**config.mk**
```make
export PLATFORM = sky130hd
export DESIGN_NAME = boot_seq
export DESIGN_NICKNAME = d
export VERILOG_FILES = /design/src/rtl/boot_seq.sv
export SDC_FILE = /design/constraint.sdc
export NUM_CORES = 1
export LEC_CHECK = 0
export ABC_AREA = 1
export BUFFER_PORTS_ARGS = -buffer_cell sky130_fd_sc_hd__buf_2
export CAP_MARGIN = 20
export CORE_MARGIN = 10
export CORE_UTILIZATION = 49
export CTS_CLUSTER_DIAMETER = 80
export DETAILED_ROUTE_END_ITERATION = 12
export PLACE_DENSITY = 0.77
export SLEW_MARGIN = 5
export SYNTH_ARGS = -nofsm -noshare
export SYNTH_HDL_FRONTEND = slang
export SYNTH_SLANG_ARGS = --single-unit
export TNS_END_PERCENT = 50
```
**constraint.sdc**
```tcl
create_clock -name clk -period 1.7 [get_ports clk]
set_input_delay 0 -clock clk [delete_from_list [all_inputs] [get_ports clk]]
set_output_delay 0 -clock clk [all_outputs]
set_load 0.01 [all_outputs]
```
**src/rtl/boot_seq.sv**
```systemverilog
// Program-load and run sequencer: streams host words into CPU memory, then starts and watches the CPU.
// Optional build macro BOOT_SEQ_CLEAR_EN zeroes the whole memory before each load.
module boot_seq #(
    parameter int DW    = 32,
    parameter int AW    = 5,
    parameter int DEPTH = 32
) (
    input  logic          clk,
    input  logic          rst,
    input  logic          load_req,
    input  logic          in_valid,
    input  logic [DW-1:0] in_data,
    input  logic          in_last,
    output logic          in_ready,
    input  logic          halt,
    output logic          memwe,
    output logic [AW-1:0] memaddr,
    output logic [DW-1:0] memin,
    output logic          start,
    output logic          busy,
    output logic          done,
    output logic          err_overflow,
    output logic [AW:0]   word_count
);

    typedef enum logic [2:0] {
        IDLE   = 3'd0,
`ifdef BOOT_SEQ_CLEAR_EN
        CLEAR  = 3'd1,
`endif
        LOAD   = 3'd2,
        ARM    = 3'd3,
        RUN    = 3'd4,
        HALTED = 3'd5
    } state_t;

    localparam logic [AW-1:0] LAST_ADDR = AW'(DEPTH - 1);
    localparam logic [AW:0]   WC_MAX    = (AW + 1)'(DEPTH);

`ifdef BOOT_SEQ_CLEAR_EN
    localparam state_t LOAD_ENTRY = CLEAR;
`else
    localparam state_t LOAD_ENTRY = LOAD;
`endif

    state_t        state, state_nxt;
    logic [AW-1:0] addr, addr_nxt;
    logic          memwe_nxt;
    logic [AW-1:0] memaddr_nxt;
    logic [DW-1:0] memin_nxt;
    logic [AW:0]   wc_nxt;
    logic          err_nxt;
    logic          load_start;
    logic          xfer;

    // Decoded from the state register only so the host handshake has no combinational input path.
    assign in_ready = (state == LOAD);
    assign xfer     = in_valid & in_ready;

    always_comb begin
        state_nxt   = state;
        addr_nxt    = addr;
        memwe_nxt   = 1'b0;
        memaddr_nxt = memaddr;
        memin_nxt   = memin;
        wc_nxt      = word_count;
        err_nxt     = err_overflow;
        load_start  = 1'b0;

        case (state)
            IDLE, HALTED: begin
                if (load_req) load_start = 1'b1;
            end
`ifdef BOOT_SEQ_CLEAR_EN
            CLEAR: begin
                memwe_nxt   = 1'b1;
                memaddr_nxt = addr;
                memin_nxt   = '0;
                if (addr == LAST_ADDR) begin
                    state_nxt = LOAD;
                    addr_nxt  = '0;
                end else begin
                    addr_nxt = addr + 1'b1;
                end
            end
`endif
            LOAD: begin
                if (xfer) begin
                    memwe_nxt   = 1'b1;
                    memaddr_nxt = addr;
                    memin_nxt   = in_data;
                    if (word_count != WC_MAX) wc_nxt = word_count + 1'b1;
                    if (in_last) begin
                        state_nxt = ARM;
                    end else if (addr == LAST_ADDR) begin
                        // Overflow is caught before the address would wrap; no start is issued.
                        err_nxt   = 1'b1;
                        state_nxt = IDLE;
                    end else begin
                        addr_nxt = addr + 1'b1;
                    end
                end
            end
            ARM: state_nxt = RUN;
            RUN: begin
                if (load_req)  load_start = 1'b1;
                else if (halt) state_nxt  = HALTED;
            end
            default: state_nxt = IDLE;
        endcase

        if (load_start) begin
            state_nxt = LOAD_ENTRY;
            addr_nxt  = '0;
            wc_nxt    = '0;
            err_nxt   = 1'b0;
        end
    end

    always_ff @(posedge clk or posedge rst) begin
        if (rst) begin
            state        <= IDLE;
            addr         <= '0;
            memwe        <= 1'b0;
            memaddr      <= '0;
            memin        <= '0;
            word_count   <= '0;
            err_overflow <= 1'b0;
            start        <= 1'b0;
            busy         <= 1'b0;
            done         <= 1'b0;
        end else begin
            state        <= state_nxt;
            addr         <= addr_nxt;
            memwe        <= memwe_nxt;
            memaddr      <= memaddr_nxt;
            memin        <= memin_nxt;
            word_count   <= wc_nxt;
            err_overflow <= err_nxt;
            start        <= (state_nxt == RUN);
            busy         <= (state_nxt != IDLE) && (state_nxt != HALTED);
            done         <= (state_nxt == HALTED);
        end
    end

endmodule

```
==> impl_metrics.yaml, run 1 <==
drt:
  drt-wirelength-per-cell_um: 13.50
  wl_um: 6441
  drt_first_pass_iters: 5
  dr_total_vias: 2214
  ant_nets: 0
  viasPerCell: 4.642
  drt_iter0_markers: 82
  drc: 0
placement:
  routabilityCongestion: 0.8184
  dpl_worst_slack_ns: 0.02226
  place_area_um2: 2933
  dpl.hpwl_um: 4260
  portBuffers: 86
worst_hold_path:
  hold_path.class: "input port to register"
floorplan:
  die_area_um2: 8169
  start_util_pct: 51.05
  die_y_um: 90.38
  die_x_um: 90.38
  core-area_um2: 4755
  fp-row-count: 25
  ioPinCount: 87
global_routing:
  antenna_found_initial: 0
  grt_pass1_wl_um: 10910
  grt-ovfl-total: 0
  grt_util_all_layers_pct: 15.76
  grt_start_max_net_pins: 37
  grt_pass1_vias: 2247
setup_path:
  cp.arrival_ns: 1.78
  cp.required_ns: 1.90
  cpMaxStageDelayCell: "dfrtp_1"
  path_delay_family: "simple AND/OR/NAND/NOR gates"
  crit_fanout: 6
  crit_chain: "ha_2, nand2_1, nor2_1, ha_1, nand3b_1, nor2_4, nor2_2, nand2_1, nand2_1"
  worst_setup_path_end_kind: "register"
  worst-path-buf-inv: 0
  crit_type: "register to register"
  start_kind: "register"
  worst_path_most_repeated_cell: "nand2_1"
  critical-path-max-stage-delay_ns: 0.42
cells_and_area:
  antenna_cells: 0
  fill_cells: 365
  drive_gt1_share_pct: 27.32
  seq_area_um2: 1401
  layout_commonest_cell: "nand2_1"
  nets: 451
  utilization_pct: 71.45
  fin_area_um2: 3397
  final_cell_mix: "nand2_1, buf_2, dfrtp_1, dlygate4sd3_1, nand3_1"
  area_delta_synth_final_pct: 39.95
  multi_input_area_um2: 900.9
timing:
  period_needed_ns: 1.580
  hold_viol: 0
  fin_skew_ns: 0.005827
  drv_slew: 0
  worst_slack_ns: 0.1201
  clock.fmax_ghz: 0.6329
  holdWs_ns: 0.07657
  tightestPinTransition_ns: 0.4857
  period_share_pct: 92.94
  setup_violations: 0
  relSlewSlack_pct: 67.58
clock_network:
  clkLatencyLatePin_ns: 0.30
  cts_tree: "built"
  clockBufferDepth: 2
  cts.clk_slew.worst_paths_ns: 0.10
  cts_sinks: 56
  root_buffer: "clkbuf_8"
  cts_buffers: 5
  cts_max_level: 2
power_and_ir_drop:
  power_mw: 4.885
  leakagePower_nw: 1.935
  power_density_nw_per_um2: 1438
  irDropWorstVdd_v: 0.0007624
yosys:
  seq_area_frac_synth_pct: 57.73
  ys_seq_elements: 56
  netlist_area_um2: 2427
  syn-instance-count: 282
  syn_avg_cell_area_um2: 8.608
  yosys_warnings: 0
  synth_nets: 324
  synth_cell_type_count: 23
run:
  drv_cap: 0
outcome:
  outcome: "complete, no violations"
final timing paths:
path	start	endpoint	slack, ns	depth (start not counted)
setup / recovery	addr[1]$_DFFE_PP0P_	addr[0]$_DFFE_PP0P_	0.12	9
hold / removal	in_last	start$_DFF_PP0_	0.08	4
setup reg to reg	addr[1]$_DFFE_PP0P_	addr[0]$_DFFE_PP0P_	0.12	9
hold reg to reg	memin[4]$_DFFE_PP0P_	memin[4]$_DFFE_PP0P_	0.48	2
max in group asynchronous	rst	memaddr[3]$_DFFE_PP0P_	0.89	4
min in group asynchronous	rst	memin[13]$_DFFE_PP0P_	0.27	3
metrics by stage:
| stage | instances | setup TNS [ns] |
|---|---|---|
| after global placement | 432 | 0 |
| after floorplan | 282 | 0 |
| after CTS | 474 | 0 |
| after global routing | 477 | -0.1209 |
| final | 477 | 0 |
| after detailed placement | 432 | 0 |
logic make-up (layout without fill, tap and decap cells):
logic type               Yosys count  count (layout)  synth area share [%]
AO/OA/AOI/OAI                      5               5                 1.030
XOR/XNOR                           5               5                 1.804
flip-flops                        56              56                 57.73
adder cells (fa/ha/maj)            4               4                 2.062
buffers and inverters             27             155                 5.464
AND/OR/NAND/NOR                  185             185                 31.91
worst register-to-register path: stages (launching register included):
cell      delay (ns)
dfrtp_1         0.42
ha_2            0.20
nand2_1         0.06
nor2_1          0.04
ha_1            0.19
nand3b_1        0.20
nor2_4          0.17
nor2_2          0.09
nand2_1         0.06
nand2_1         0.05
layer usage:
metal	routed length [um]	vias to the layer above	GRT usage, %	share of wire [%]
met5	0	-	0	0
met4	63	0	4.775	0.98
met3	298	7	3.408	4.6
met2	3178	76	26.39	49
met1	2901	1009	19.79	45
li1	-	1122	-	-
synth_stat cells, drive strengths merged:
| library cell | instances | area [um2] |
|---|---|---|
| ha | 4 | 50.05 |
| nand2 | 141 | 529.3 |
| inv | 19 | 73.83 |
| xor2 | 3 | 26.28 |
| o21ai | 4 | 20.01 |
| nand4 | 2 | 12.51 |
| nand3b | 1 | 7.510 |
| buf | 8 | 58.80 |
| a21oi | 1 | 5.000 |
| xnor2 | 2 | 17.52 |
| nand3 | 27 | 152.7 |
| dfrtp | 56 | 1401 |
| nor2 | 14 | 72.57 |
power breakdown:
| group | internal [mW] | switching [mW] | leakage (nW) |
|---|---|---|---|
| clock network | 0.332 | 0.401 | 0.0445 |
| logic | 0.809 | 1.24 | 1.17 |
| registers | 1.81 | 0.293 | 0.719 |
| total | 2.95 | 1.93 | 1.93 |
sequential cells by signal, indices dropped and copies added, names as in the netlist:
| register | flops |
|---|---|
| addr | 5 |
| word_count | 6 |
| memin | 32 |
| memwe | 1 |
| done | 1 |
| memaddr | 5 |
| start | 1 |
| busy | 1 |
| state | 3 |
| err_overflow | 1 |
cell type report:
type	count	area share, %
Inverter	19	2.173
Clock buffer	7	2.541
Clock inverter	1	0.2210
Multi-Input combinational cell	199	26.52
Timing Repair Buffer	128	24.83
Sequential cell	56	41.25
Tap cell	67	2.468
timing repair:
item,4_1_cts,5_1_grt
hold endpoints to repair,55,0
resized for setup,0,2
hold buffers,34,0
setup buffers,0,3
setup endpoints to repair,0,5
Power figures use the tool's default switching activity.
==> run 2, diff against run 1 <==
CORE_ASPECT_RATIO = 0.7   (was unset)
==> run 2 against run 1 <==
Effect of this change: non-clock buffer count fell by 1; via count rose by 2.2%; routed wire length rose by 1.5%; critical path depth did not move; sequential power barely moved; register-to-register slack got worse by 0.05 ns; power rose by 7.1%; critical path type unchanged; critical endpoint is now addr[3]$_DFFE_PP0P_.
==> impl_metrics.yaml, run 2 (synthesis results as in run 1) <==
drt:
  ant_nets: 0
  viasPerCell: 4.734
  dr_total_vias: 2263
  drt_first_pass_iters: 5
  wl_um: 6538
  drt-wirelength-per-cell_um: 13.68
  drc: 0
  drt_iter0_markers: 98
timing:
  relSlewSlack_pct: 79.79
  period_needed_ns: 1.630
  tns_ns: 0
  tightestPinTransition_ns: 0.3027
  worst_slack_ns: 0.06976
  hold_viol: 0
  drv_slew: 0
  fin_skew_ns: 0.01283
  period_share_pct: 95.90
  holdWs_ns: 0.07395
  setup_violations: 0
  clock.fmax_ghz: 0.6134
global_routing:
  grt_pass1_wl_um: 11030
  antenna_found_initial: 0
  grt_start_max_net_pins: 57
  grt-ovfl-total: 0
  grt_util_all_layers_pct: 15.95
  grt_pass1_vias: 2287
setup_path:
  r2r_start: "addr[0]$_DFFE_PP0P_"
  rr_endpoint: "addr[3]$_DFFE_PP0P_"
  cp.required_ns: 1.96
  critical-path-max-stage-delay_ns: 0.42
  crit_type: "register to register"
  rrSetupSlack_ns: 0.07
  path_delay_family: "simple AND/OR/NAND/NOR gates"
  crit_fanout: 5
  cp.arrival_ns: 1.89
  r2r_cells: 9
  start_kind: "register"
  worst_setup_path_end_kind: "register"
  worst-path-buf-inv: 1
  crit_chain: "ha_1, nand2_1, nor2_1, ha_1, nand3b_1, nor2_4, buf_12, nand3_1, nand2_1"
  cpMaxStageDelayCell: "dfrtp_1"
floorplan:
  die_area_um2: 8214
  ioPinCount: 87
  fp-row-count: 21
  die_y_um: 78.89
  start_util_pct: 50.76
  die_x_um: 104.1
  core-area_um2: 4782
cells_and_area:
  area_delta_synth_final_pct: 42.47
  drive_gt1_share_pct: 27.14
  utilization_pct: 72.32
  fin_cells: 478
  largest_reg_flops: 32
  final_cell_mix: "nand2_1, buf_2, dfrtp_1, dlygate4sd3_1, nand3_1"
  fin_area_um2: 3458
  layout_commonest_cell: "nand2_1"
  nets: 450
  reg_top3: "memin (32), word_count (6)"
  top_register: "memin"
  antenna_cells: 0
clock_network:
  cts.clk_slew.worst_paths_ns: 0.10
  cts_buffers: 5
  cts_sinks: 56
  clockBufferDepth: 2
  clkLatencyLatePin_ns: 0.31
  cts_tree: "built"
  root_buffer: "clkbuf_8"
  cts_max_level: 2
outcome:
  outcome: "complete, no violations"
placement:
  dp.cells: 434
  dpl.hpwl_um: 4403
  routabilityCongestion: 0.8185
  portBuffers: 86
  dpl_worst_slack_ns: 0.04130
  place_area_um2: 2948
run:
  drv_cap: 0
worst_hold_path:
  hold_path.class: "input port to register"
  hold_end: "start$_DFF_PP0_"
  hold_start: "in_last"
  min_delay_path_depth: 4
power_and_ir_drop:
  irDropWorstVdd_v: 0.001036
  power_mw: 5.234
  power_density_nw_per_um2: 1513
  leakagePower_nw: 1.963
-- run 2: final cells by class --
class,instances,area (um2)
multi-input combinational,199,898.4
tap,69,86.33
clock buffer,5,68.82
inverter,19,73.82
clock inverter,3,68.82
timing repair buffer,127,860.8
sequential,56,1401
fill,369,1324
-- run 2: metal layers --
metal  share of wire (%)  global-route usage [%]
met2                  49                   26.77
met3                 8.3                   5.968
met4                 1.6                   5.263
met1                  42                   18.70
met5                   0                       0
-- run 2: worst min-delay path, stage by stage --
cell and delay (ns):
buf_2 0.09, nand3_1 0.10, nand4_1 0.12, inv_1 0.05
-- run 2: worst max path at each step --
stage | cells after the start | startpoint | end | slack [ns]
finish | 9 | addr[0]$_DFFE_PP0P_ | addr[3]$_DFFE_PP0P_ | 0.07
detailed placement | 9 | addr[0]$_DFFE_PP0P_ | addr[1]$_DFFE_PP0P_ | 0.04
floorplan | 9 | addr[0]$_DFFE_PP0P_ | addr[3]$_DFFE_PP0P_ | 0.17
global placement | 9 | addr[0]$_DFFE_PP0P_ | addr[0]$_DFFE_PP0P_ | 0.08
global route | 9 | addr[0]$_DFFE_PP0P_ | addr[3]$_DFFE_PP0P_ | -0.004
CTS | 9 | addr[0]$_DFFE_PP0P_ | addr[3]$_DFFE_PP0P_ | 0.02
-- run 2: report_power, final --
group	switching (mW)	internal [mW]
combinational	1.26	0.818
sequential	0.318	1.81
clock	0.432	0.593
total	2.01	3.22
-- run 2: timing repair --
action,4_1_cts,5_1_grt
setup buffers,0,2
setup endpoints to repair,5,5
hold buffers,34,0
pin swaps,0,1
resized for setup,1,0
endpoints found under the hold margin,90,0
